<file path="src/rtl/mux_sync_pkg.sv">
// Shared definitions for the mux-recirculation synchronizer sender.
//
// Contents:
//   state_e  - sender state machine encoding
//   SYNC_MIN - smallest legal synchronizer depth
package mux_sync_pkg;

  typedef enum logic [2:0] {
    StIdle,
    StSetup,
    StWait,
    StGuard,
    StFault
  } state_e;

  localparam int unsigned SYNC_MIN = 2;

endpackage

</file>
<file path="src/rtl/sync_ndff.sv">
// N-stage single-bit synchronizer. Every flop resets to 0.
//
// Ports:
//   clk - destination clock
//   rst - asynchronous active-high reset
//   d   - asynchronous input bit
//   q   - synchronized output (last stage)
module sync_ndff #(
  parameter int unsigned STAGES = 2
) (
  input  logic clk,
  input  logic rst,
  input  logic d,
  output logic q
);

  logic [STAGES-1:0] ff_q;

  always_ff @(posedge clk or posedge rst) begin
    if (rst) begin
      ff_q <= '0;
    end else begin
      ff_q <= {ff_q[STAGES-2:0], d};
    end
  end

  assign q = ff_q[STAGES-1];

endmodule

</file>
<file path="src/rtl/mux_sync_tx.sv">
// Source-domain sender for the mux-recirculation synchronizer path.
// A word taken over valid/ready is held on tx_data; one cycle later tx_req
// toggles. The bus is not released until the synchronized acknowledge
// matches tx_req and GUARD further cycles have passed.
//
// Optional feature macro: MUX_SYNC_TX_TIMEOUT_EN
//   defined   - acknowledge timeout of TO_CYCLES WAIT cycles; on expiry err
//               is set and the block parks in FAULT until rst.
//   undefined - no timeout, err tied to 0, WAIT waits indefinitely.
//
// Ports:
//   clk      - sole clock
//   rst      - asynchronous active-high reset
//   in_data  - word to send
//   in_valid - in_data is valid
//   in_ready - block can accept a word (state is IDLE)
//   tx_data  - held bus toward the destination domain
//   tx_req   - request toggle, one change per word
//   rx_ack   - acknowledge toggle from the destination (asynchronous)
//   busy     - state is not IDLE
//   err      - sticky acknowledge-timeout flag
module mux_sync_tx
  import mux_sync_pkg::*;
#(
  parameter int unsigned DW          = 8,
  parameter int unsigned SYNC_STAGES = 2,
  parameter int unsigned GUARD       = 2,
  parameter int unsigned TO_CYCLES   = 255
) (
  input  logic          clk,
  input  logic          rst,
  input  logic [DW-1:0] in_data,
  input  logic          in_valid,
  output logic          in_ready,
  output logic [DW-1:0] tx_data,
  output logic          tx_req,
  input  logic          rx_ack,
  output logic          busy,
  output logic          err
);

  generate
    if (SYNC_STAGES < SYNC_MIN) begin : gen_sync_check
      $error("mux_sync_tx: SYNC_STAGES must be at least SYNC_MIN");
    end
  endgenerate

  localparam int unsigned GuardW = (GUARD > 1) ? $clog2(GUARD) : 1;
  localparam logic [GuardW-1:0] GuardLoad = GuardW'((GUARD > 0) ? GUARD - 1 : 0);

  state_e            state_q;
  logic [DW-1:0]     tx_data_q;
  logic              tx_req_q;
  logic [GuardW-1:0] guard_cnt_q;
  logic              ack_s;

`ifdef MUX_SYNC_TX_TIMEOUT_EN
  localparam int unsigned ToW = $clog2(TO_CYCLES + 1);
  localparam logic [ToW-1:0] ToLast = ToW'(TO_CYCLES - 1);

  logic [ToW-1:0] wait_cnt_q;
  logic           err_q;
`else
  logic unused_to_cycles;
  assign unused_to_cycles = ^TO_CYCLES;
`endif

  sync_ndff #(
    .STAGES(SYNC_STAGES)
  ) u_ack_sync (
    .clk(clk),
    .rst(rst),
    .d  (rx_ack),
    .q  (ack_s)
  );

  always_ff @(posedge clk or posedge rst) begin
    if (rst) begin
      state_q     <= StIdle;
      tx_data_q   <= '0;
      tx_req_q    <= 1'b0;
      guard_cnt_q <= '0;
`ifdef MUX_SYNC_TX_TIMEOUT_EN
      wait_cnt_q  <= '0;
      err_q       <= 1'b0;
`endif
    end else begin
      unique case (state_q)
        StIdle: begin
          if (in_valid) begin
            tx_data_q <= in_data;
            state_q   <= StSetup;
          end
        end
        // Data has been stable for one full cycle before the request edge.
        StSetup: begin
          tx_req_q <= ~tx_req_q;
          state_q  <= StWait;
`ifdef MUX_SYNC_TX_TIMEOUT_EN
          wait_cnt_q <= '0;
`endif
        end
        StWait: begin
          if (ack_s == tx_req_q) begin
            if (GUARD == 0) begin
              state_q <= StIdle;
            end else begin
              guard_cnt_q <= GuardLoad;
              state_q     <= StGuard;
            end
          end
`ifdef MUX_SYNC_TX_TIMEOUT_EN
          else if (wait_cnt_q == ToLast) begin
            err_q   <= 1'b1;
            state_q <= StFault;
          end else begin
            wait_cnt_q <= wait_cnt_q + 1'b1;
          end
`endif
        end
        StGuard: begin
          if (guard_cnt_q == '0) begin
            state_q <= StIdle;
          end else begin
            guard_cnt_q <= guard_cnt_q - 1'b1;
          end
        end
`ifdef MUX_SYNC_TX_TIMEOUT_EN
        // Parked until rst; bus and request hold.
        StFault: begin
          state_q <= StFault;
        end
`endif
        default: begin
          state_q <= StIdle;
        end
      endcase
    end
  end

  assign in_ready = (state_q == StIdle);
  assign busy     = ~in_ready;
  assign tx_data  = tx_data_q;
  assign tx_req   = tx_req_q;

`ifdef MUX_SYNC_TX_TIMEOUT_EN
  assign err = err_q;
`else
  assign err = 1'b0;
`endif

endmodule

</file>
<file path="config.mk">
export PLATFORM = sky130hd
export DESIGN_NAME = mux_sync_tx
export DESIGN_NICKNAME = d
export VERILOG_FILES = /design/src/rtl/mux_sync_pkg.sv /design/src/rtl/sync_ndff.sv /design/src/rtl/mux_sync_tx.sv
export SDC_FILE = /design/constraint.sdc
export NUM_CORES = 1
export LEC_CHECK = 0
export ABC_AREA = 1
export BUFFER_PORTS_ARGS = -buffer_cell sky130_fd_sc_hd__buf_2
export CAP_MARGIN = 5
export CORE_MARGIN = 2
export CORE_UTILIZATION = 50
export DETAILED_ROUTE_END_ITERATION = 10
export PLACE_DENSITY = 0.8
export SYNTH_ARGS = -nofsm -noshare
export SYNTH_HDL_FRONTEND = slang
export SYNTH_SLANG_ARGS = --single-unit
</file>
<file path="constraint.sdc">
create_clock -name clk -period 2.9 [get_ports clk]
set_input_delay 0.29 -clock clk [delete_from_list [all_inputs] [get_ports clk]]
set_output_delay 0.29 -clock clk [all_outputs]
set_load 0.1 [all_outputs]
</file>
==> insert_results.sql, run 1 <==
INSERT INTO impl_metrics (metric_group, metric, value, unit) VALUES
('routing', 'vias', '529', ''),
('clocking', 'clkLatencyLatePin', '0.28', 'ns'),
('place', 'dp_hpwl', '885.1', 'microns'),
('final_layout', 'fill_count', '131', ''),
('routing', 'first_iter_violations', '5', ''),
('synthesis', 'synth_top_area_frac', '0.5128', ''),
('final_layout', 'finish.net_count', '117', ''),
('clocking', 'clock_input_transition_at_the_sequential_cells_of_the_worst_setup_and_hold_paths', '0.08', 'ns'),
('clocking', 'clock_sink_count', '14', ''),
('die', 'die_h', '40.97', 'microns'),
('routing', 'drt-pass1-iter-count', '4', ''),
('timing', 'fin_setup_tns', '0', 'ns'),
('outcome', 'outcome', 'finished, final reports clean', ''),
('place', 'gp_congestion', '0.6714', ''),
('job', 'max_cap_viol_count', '0', ''),
('die', 'core_area', '1285', 'sq um'),
('worst_setup_path', 'startpoint', 'state_q[0]$_DFFE_PP0P_', ''),
('synthesis', 'yosys_register_bits', '14', ''),
('clocking', 'cts_root_buffer', 'clkbuf_4', ''),
('synthesis', 'post_synth_main_area_contributors', 'dfrtp_1 51%, nand2_1 15%, ha_1 7.3%, nand3_1 7.3%, inv_1 4.4%', ''),
('synthesis', 'main_combinational_cell_family_by_area_after_synthesis', 'simple AND/OR/NAND/NOR gates', ''),
('global_routing', 'gr-usage-all-layers', '0.1587', ''),
('synthesis', 'fraction_of_the_yosys_area_taken_by_sequential_cells', '0.5128', ''),
('min_path', 'worst_hold_path_type', 'in2async', ''),
('die', 'floorplan.rows', '13', ''),
('synthesis', 'synth_simple_gate_area_share', '0.3077', ''),
('timing', 'final.setup_skew', '0.004605', 'ns'),
('synthesis', 'synth_compound_area_frac', '0', ''),
('synthesis', 'synthXorXnorAreaFrac', '0.01282', ''),
('final_layout', 'multi_input_comb_area', '272.8', 'sq um'),
('clocking', 'tritoncts', 'yes', ''),
('timing', 'timing.fmax', '496.9', 'MHz'),
('worst_setup_path', 'cp_data_required_time', '2.61', 'ns'),
('timing', 'setup_repair_after_global_routing_missed_its_margin', 'no', ''),
('timing', 'worst_slew_pin_slew', '0.5246', 'ns'),
('die', 'floorplan.initialDensity', '0.5316', ''),
('global_routing', 'first_global_vias', '411', ''),
('global_routing', 'gr-total-overflow', '0', ''),
('timing', 'final_min_period_over_clock_period', '0.6939', ''),
('global_routing', 'grt_antenna_before_repair', '0', ''),
('die', 'die-area', '1678', 'sq um'),
('synthesis', 'synth-adder-area-share', '0.07326', ''),
('timing', 'setup_viol', '0', ''),
('final_layout', 'insertedDiodeCount', '0', ''),
('worst_setup_path', 'ff2ff_path_depth', '7', ''),
('final_layout', 'ff_latch_area', '350.3', 'sq um'),
('synthesis', 'postSynthAreaPerCell', '8.872', 'sq um'),
('clocking', 'cts.repair_timing.setup_buffer_count', '0', ''),
('routing', 'routed_wirelength', '1.130', 'mm'),
('final_layout', 'area_growth_syn_to_layout', '18.32', '%'),
('worst_setup_path', 'worst_setup_path_endpoint', 'busy', ''),
('clocking', 'depth_of_the_cts_h_tree', '1', ''),
('clocking', 'clock_tree.buffer_depth', '2', ''),
('clocking', 'cts_buffers', '3', ''),
('synthesis', 'synth.net_count', '93', ''),
('timing', 'timing.max_slew.rel_slack', '0.6499', ''),
('timing', 'timing.final.max_slew_violations', '0', ''),
('die', 'fp.dieW', '40.97', 'microns'),
('final_layout', 'layout_common_cells', '27 x nand2_1, 22 x buf_2, 14 x dfrtp_1, 10 x nand3_1, 8 x inv_1', ''),
('routing', 'detail_route.vias_per_cell', '4.640', ''),
('clocking', 'post_cts_resized', '0', ''),
('timing', 'report.final.hold_viol_count', '0', ''),
('worst_setup_path', 'capturing_element_type_of_the_critical_path', 'output pin', ''),
('global_routing', 'grt_max_degree', '15', ''),
('synthesis', 'fraction_of_synthesized_area_in_multiplexers', '0', ''),
('worst_setup_path', 'crit_path_max_fanout', '12', ''),
('worst_setup_path', 'cp_data_arrival_time', '1.72', 'ns'),
('worst_setup_path', 'timing_worst_setup_path_type', 'reg2out', ''),
('final_layout', 'layout_commonest_cell', 'nand2_1', ''),
('routing', 'remaining_drc_errors', '0', ''),
('synthesis', 'ys.warnings.count', '0', '');
through the flow:
stage / util / instances / cell area (sq um) / setup slack (ns) / hold WS [ns]
6_report: 0.6290 / 114 / 808.3 / 0.8877 / 0.03241
5_1_grt: 0.6290 / 114 / 808.3 / 0.7885 / 0.06671
4_1_cts: 0.6290 / 114 / 808.3 / 0.8661 / 0.05185
3_5_place_dp: 0.6115 / 111 / 785.8 / 1.176 / 0.3410
3_3_place_gp: 0.6115 / 111 / 785.8 / 1.224 / 0.3334
2_1_floorplan: - / 77 / 683.2 / 0.3331 / 0.1792
routing by layer:
| metal | global-route usage | part of all wire |
|---|---|---|
| met1 | 0.1815 | 0.46 |
| met2 | 0.2539 | 0.48 |
| met3 | 0.04891 | 0.048 |
| met4 | 0.1000 | 0.0053 |
| met5 | 0 | 0 |
Yosys cell counts:
cell type,n
nand2_1,27
dfrtp_1,14
nand3_1,10
inv_1,8
ha_1,4
nand2_2,3
buf_4,2
nor2_1,2
nor2_4,2
buf_6,1
conb_1,1
inv_2,1
nand3_2,1
xor2_1,1
sequential cells by signal, indices dropped and copies added, names as in the netlist:
signal / count
tx_data: 8
state_q: 2
u_ack_sync.ff_q: 2
guard_cnt_q: 1
tx_req: 1
worst min path at each step:
stage / startpoint / to / slack [ns] / cells past startpoint
floorplan: rst / guard_cnt_q$_DFFE_PP0P_ / 0.18 / 1
global placement: u_ack_sync.ff_q[0]$_DFF_PP0_ / u_ack_sync.ff_q[1]$_DFF_PP0_ / 0.33 / 0
detailed placement: u_ack_sync.ff_q[0]$_DFF_PP0_ / u_ack_sync.ff_q[1]$_DFF_PP0_ / 0.34 / 0
CTS: rst / tx_data[2]$_DFFE_PP0P_ / 0.05 / 2
global route: rst / guard_cnt_q$_DFFE_PP0P_ / 0.07 / 2
finish: rst / tx_data[2]$_DFFE_PP0P_ / 0.03 / 2
area by class of cell:
class,instances,share of cell area
Clock buffer,3,0.02786
Timing Repair Buffer,22,0.1362
Tap cell,15,0.02322
Sequential cell,14,0.4334
Multi-Input combinational cell,51,0.3375
Inverter,9,0.04180
cells by family (layout without fill, tap and decap cells):
kind of cell / Yosys count / in the layout
xor gates and xnor gates: 1 / 1
and+or+nand+nor: 45 / 45
adders and majority gates: 4 / 4
buffers and inverters: 12 / 34
other: 1 / 1
DFF: 14 / 14
worst max-delay path, stage by stage (launching register included):
cell	delay, ns
dfrtp_1	0.40
inv_1	0.08
ha_1	0.35
inv_1	0.17
buf_2	0.44
Power of run 1 is not shown: default switching activity piles up to over one toggle a cycle in this logic, so the estimate is an artifact.
==> inputs of run 2 (changes only) <==
- CORE_UTILIZATION: 50 -> 47
- PLACE_DENSITY: 0.8 -> 0.76
- clock period: 2.9 -> 1.95 ns (I/O delays scaled with it)
==> run 2 against run 1 <==
First-iteration DRC count grew to 2.6 times the previous value. Register-to-register slack worse by 0.75 ns. Clock skew shrank 0.0033 ns. Critical endpoint unchanged. Die area rose by 5.7%. Largest cell class unchanged.
==> insert_results.sql, run 2 (synthesized netlist as in run 1, its figures left out) <==
INSERT INTO impl_metrics (metric_group, metric, value, unit) VALUES
('die', 'floorplan.initialDensity', '0.5122', ''),
('final_layout', 'area_growth_syn_to_layout', '24.18', '%'),
('final_layout', 'finish.net_count', '118', ''),
('worst_setup_path', 'cp_data_arrival_time', '1.52', 'ns'),
('die', 'die-area', '1775', 'sq um'),
('worst_setup_path', 'startpoint', 'state_q[0]$_DFFE_PP0P_', ''),
('place', 'dp_hpwl', '894.2', 'microns'),
('timing', 'setup_viol', '0', ''),
('global_routing', 'wire_length_of_the_first_global_routing_pass', '2.028', 'mm'),
('final_layout', 'layout_commonest_cell', 'nand2_1', ''),
('worst_setup_path', 'crit_path_max_fanout', '12', ''),
('die', 'core_area', '1334', 'sq um'),
('clocking', 'clock_tree.buffer_depth', '2', ''),
('routing', 'drt-pass1-iter-count', '4', ''),
('timing', 'timing.fmax', '584.0', 'MHz'),
('die', 'floorplan.rows', '13', ''),
('worst_setup_path', 'capturing_element_type_of_the_critical_path', 'output pin', ''),
('worst_setup_path', 'worst-path-buf-inv', '3', ''),
('worst_setup_path', 'worstPathCellList', 'inv_1, ha_4, clkinvlp_4, buf_2', ''),
('clocking', 'depth_of_the_cts_h_tree', '1', ''),
('global_routing', 'gr-total-overflow', '0', ''),
('clocking', 'clock_input_transition_at_the_sequential_cells_of_the_worst_setup_and_hold_paths', '0.09', 'ns'),
('routing', 'drt.antenna.violating_nets', '0', ''),
('worst_setup_path', 'timing_worst_setup_path_type', 'reg2out', ''),
('clocking', 'clock_sink_count', '14', ''),
('timing', 'timing.max_slew.rel_slack', '0.6412', ''),
('die', 'design.portCount', '24', ''),
('min_path', 'holdCritStartpoint', 'rx_ack', ''),
('worst_setup_path', 'r2r_start', 'state_q[0]$_DFFE_PP0P_', ''),
('place', 'numPortBuffers', '22', ''),
('routing', 'routed_wirelength', '1.183', 'mm'),
('final_layout', 'fraction_of_final_layout_cells_sized_beyond_drive_strength_1', '0.3465', ''),
('worst_setup_path', 'worst_path_max_delay_cell', 'buf_2', ''),
('global_routing', 'grt_max_degree', '15', ''),
('clocking', 'cts_root_buffer', 'clkbuf_4', ''),
('timing', 'timing.final.max_slew_violations', '0', ''),
('routing', 'routedWlPerCell', '10.20', 'microns'),
('timing', 'final.setup_skew', '0.001273', 'ns'),
('min_path', 'worst_hold_path_type', 'in2reg', ''),
('final_layout', 'fill_count', '118', ''),
('worst_setup_path', 'timing.critical_path.from_type', 'flop', ''),
('place', 'gp_congestion', '0.7529', ''),
('routing', 'remaining_drc_errors', '0', ''),
('timing', 'worst_slew_pin_slew', '0.5376', 'ns'),
('worst_setup_path', 'cp_top_family', 'buffers and inverters', ''),
('timing', 'report.final.hold_viol_count', '0', ''),
('job', 'max_cap_viol_count', '0', ''),
('clocking', 'cts.repair_timing.setup_buffer_count', '0', ''),
('global_routing', 'grt_antenna_before_repair', '0', ''),
('timing', 'final_min_period_over_clock_period', '0.8781', ''),
('worst_setup_path', 'critical-path-max-stage-delay', '0.42', 'ns'),
('final_layout', 'layout_common_cells', '27 x nand2_1, 22 x buf_2, 14 x dfrtp_1, 10 x nand3_1, 7 x inv_1', ''),
('outcome', 'outcome', 'finished, final reports clean', ''),
('clocking', 'clkLatencyLatePin', '0.28', 'ns'),
('global_routing', 'gr-usage-all-layers', '0.1528', ''),
('clocking', 'cts_buffers', '3', ''),
('worst_setup_path', 'cp_data_required_time', '1.75', 'ns'),
('final_layout', 'insertedDiodeCount', '0', ''),
('routing', 'detail_route.vias_per_cell', '4.612', ''),
('routing', 'first_iter_violations', '13', ''),
('clocking', 'tritoncts', 'yes', ''),
('final_layout', 'max_reg_flops', '8', ''),
('die', 'die_h', '42.13', 'microns'),
('die', 'fp.dieW', '42.13', 'microns'),
('timing', 'fin_setup_tns', '0', 'ns'),
('routing', 'vias', '535', ''),
('timing', 'period_minus_slack', '1.712', 'ns'),
('timing', 'setup_repair_after_global_routing_missed_its_margin', 'no', ''),
('global_routing', 'first_global_vias', '478', '');
[run 2: worst paths after layout]
kind	depth (start not counted)	end	slack, ns
max reg2reg	7	state_q[1]$_DFFE_PP0P_	0.66
min reg2reg	0	u_ack_sync.ff_q[1]$_DFF_PP0_	0.35
max	4	busy	0.24
max in group asynchronous	3	tx_data[6]$_DFFE_PP0P_	1.10
min in group asynchronous	3	tx_data[7]$_DFFE_PP0P_	0.49
min	1	u_ack_sync.ff_q[0]$_DFF_PP0_	0.02
[run 2: routing by layer]
metal	routed length [microns]	up-vias	global-route usage
li1	-	281	-
met1	536	238	0.1841
met2	573	14	0.2500
met3	61	2	0.03017
met4	11	0	0.09375
met5	0	-	0
[run 2: per-stage QoR]
stage / hold slack, ns / worst slack, ns / instance area, sq um / util / std cells
after floorplan: 0.08422 / 0.02066 / 699.4 / - / 77
after global placement: 0.2545 / 0.5672 / 802.0 / 0.6013 / 111
after detailed placement: 0.2606 / 0.5389 / 802.0 / 0.6013 / 111
after CTS: 0.009128 / 0.2224 / 848.3 / 0.6360 / 116
after global routing: 0.01076 / 0.1486 / 848.3 / 0.6360 / 116
final: 0.01802 / 0.2376 / 848.3 / 0.6360 / 116
[run 2: layout make-up]
type / instances / area, sq um / area share
flip-flops and latches: 14 / 350.3 / 0.4130
multi-input cells: 51 / 285.3 / 0.3363
repair buffers: 23 / 120.1 / 0.1416
inverters: 9 / 37.54 / 0.04425
clock buffers: 4 / 36.28 / 0.04277
well taps: 15 / 18.77 / 0.02212
[run 2: timing repair]
item,4_1_cts,5_1_grt
hold buffers,1,0
endpoints found under the hold margin,14,0
gates resized for setup,0,0
Power of run 2 is left out for the same reason.
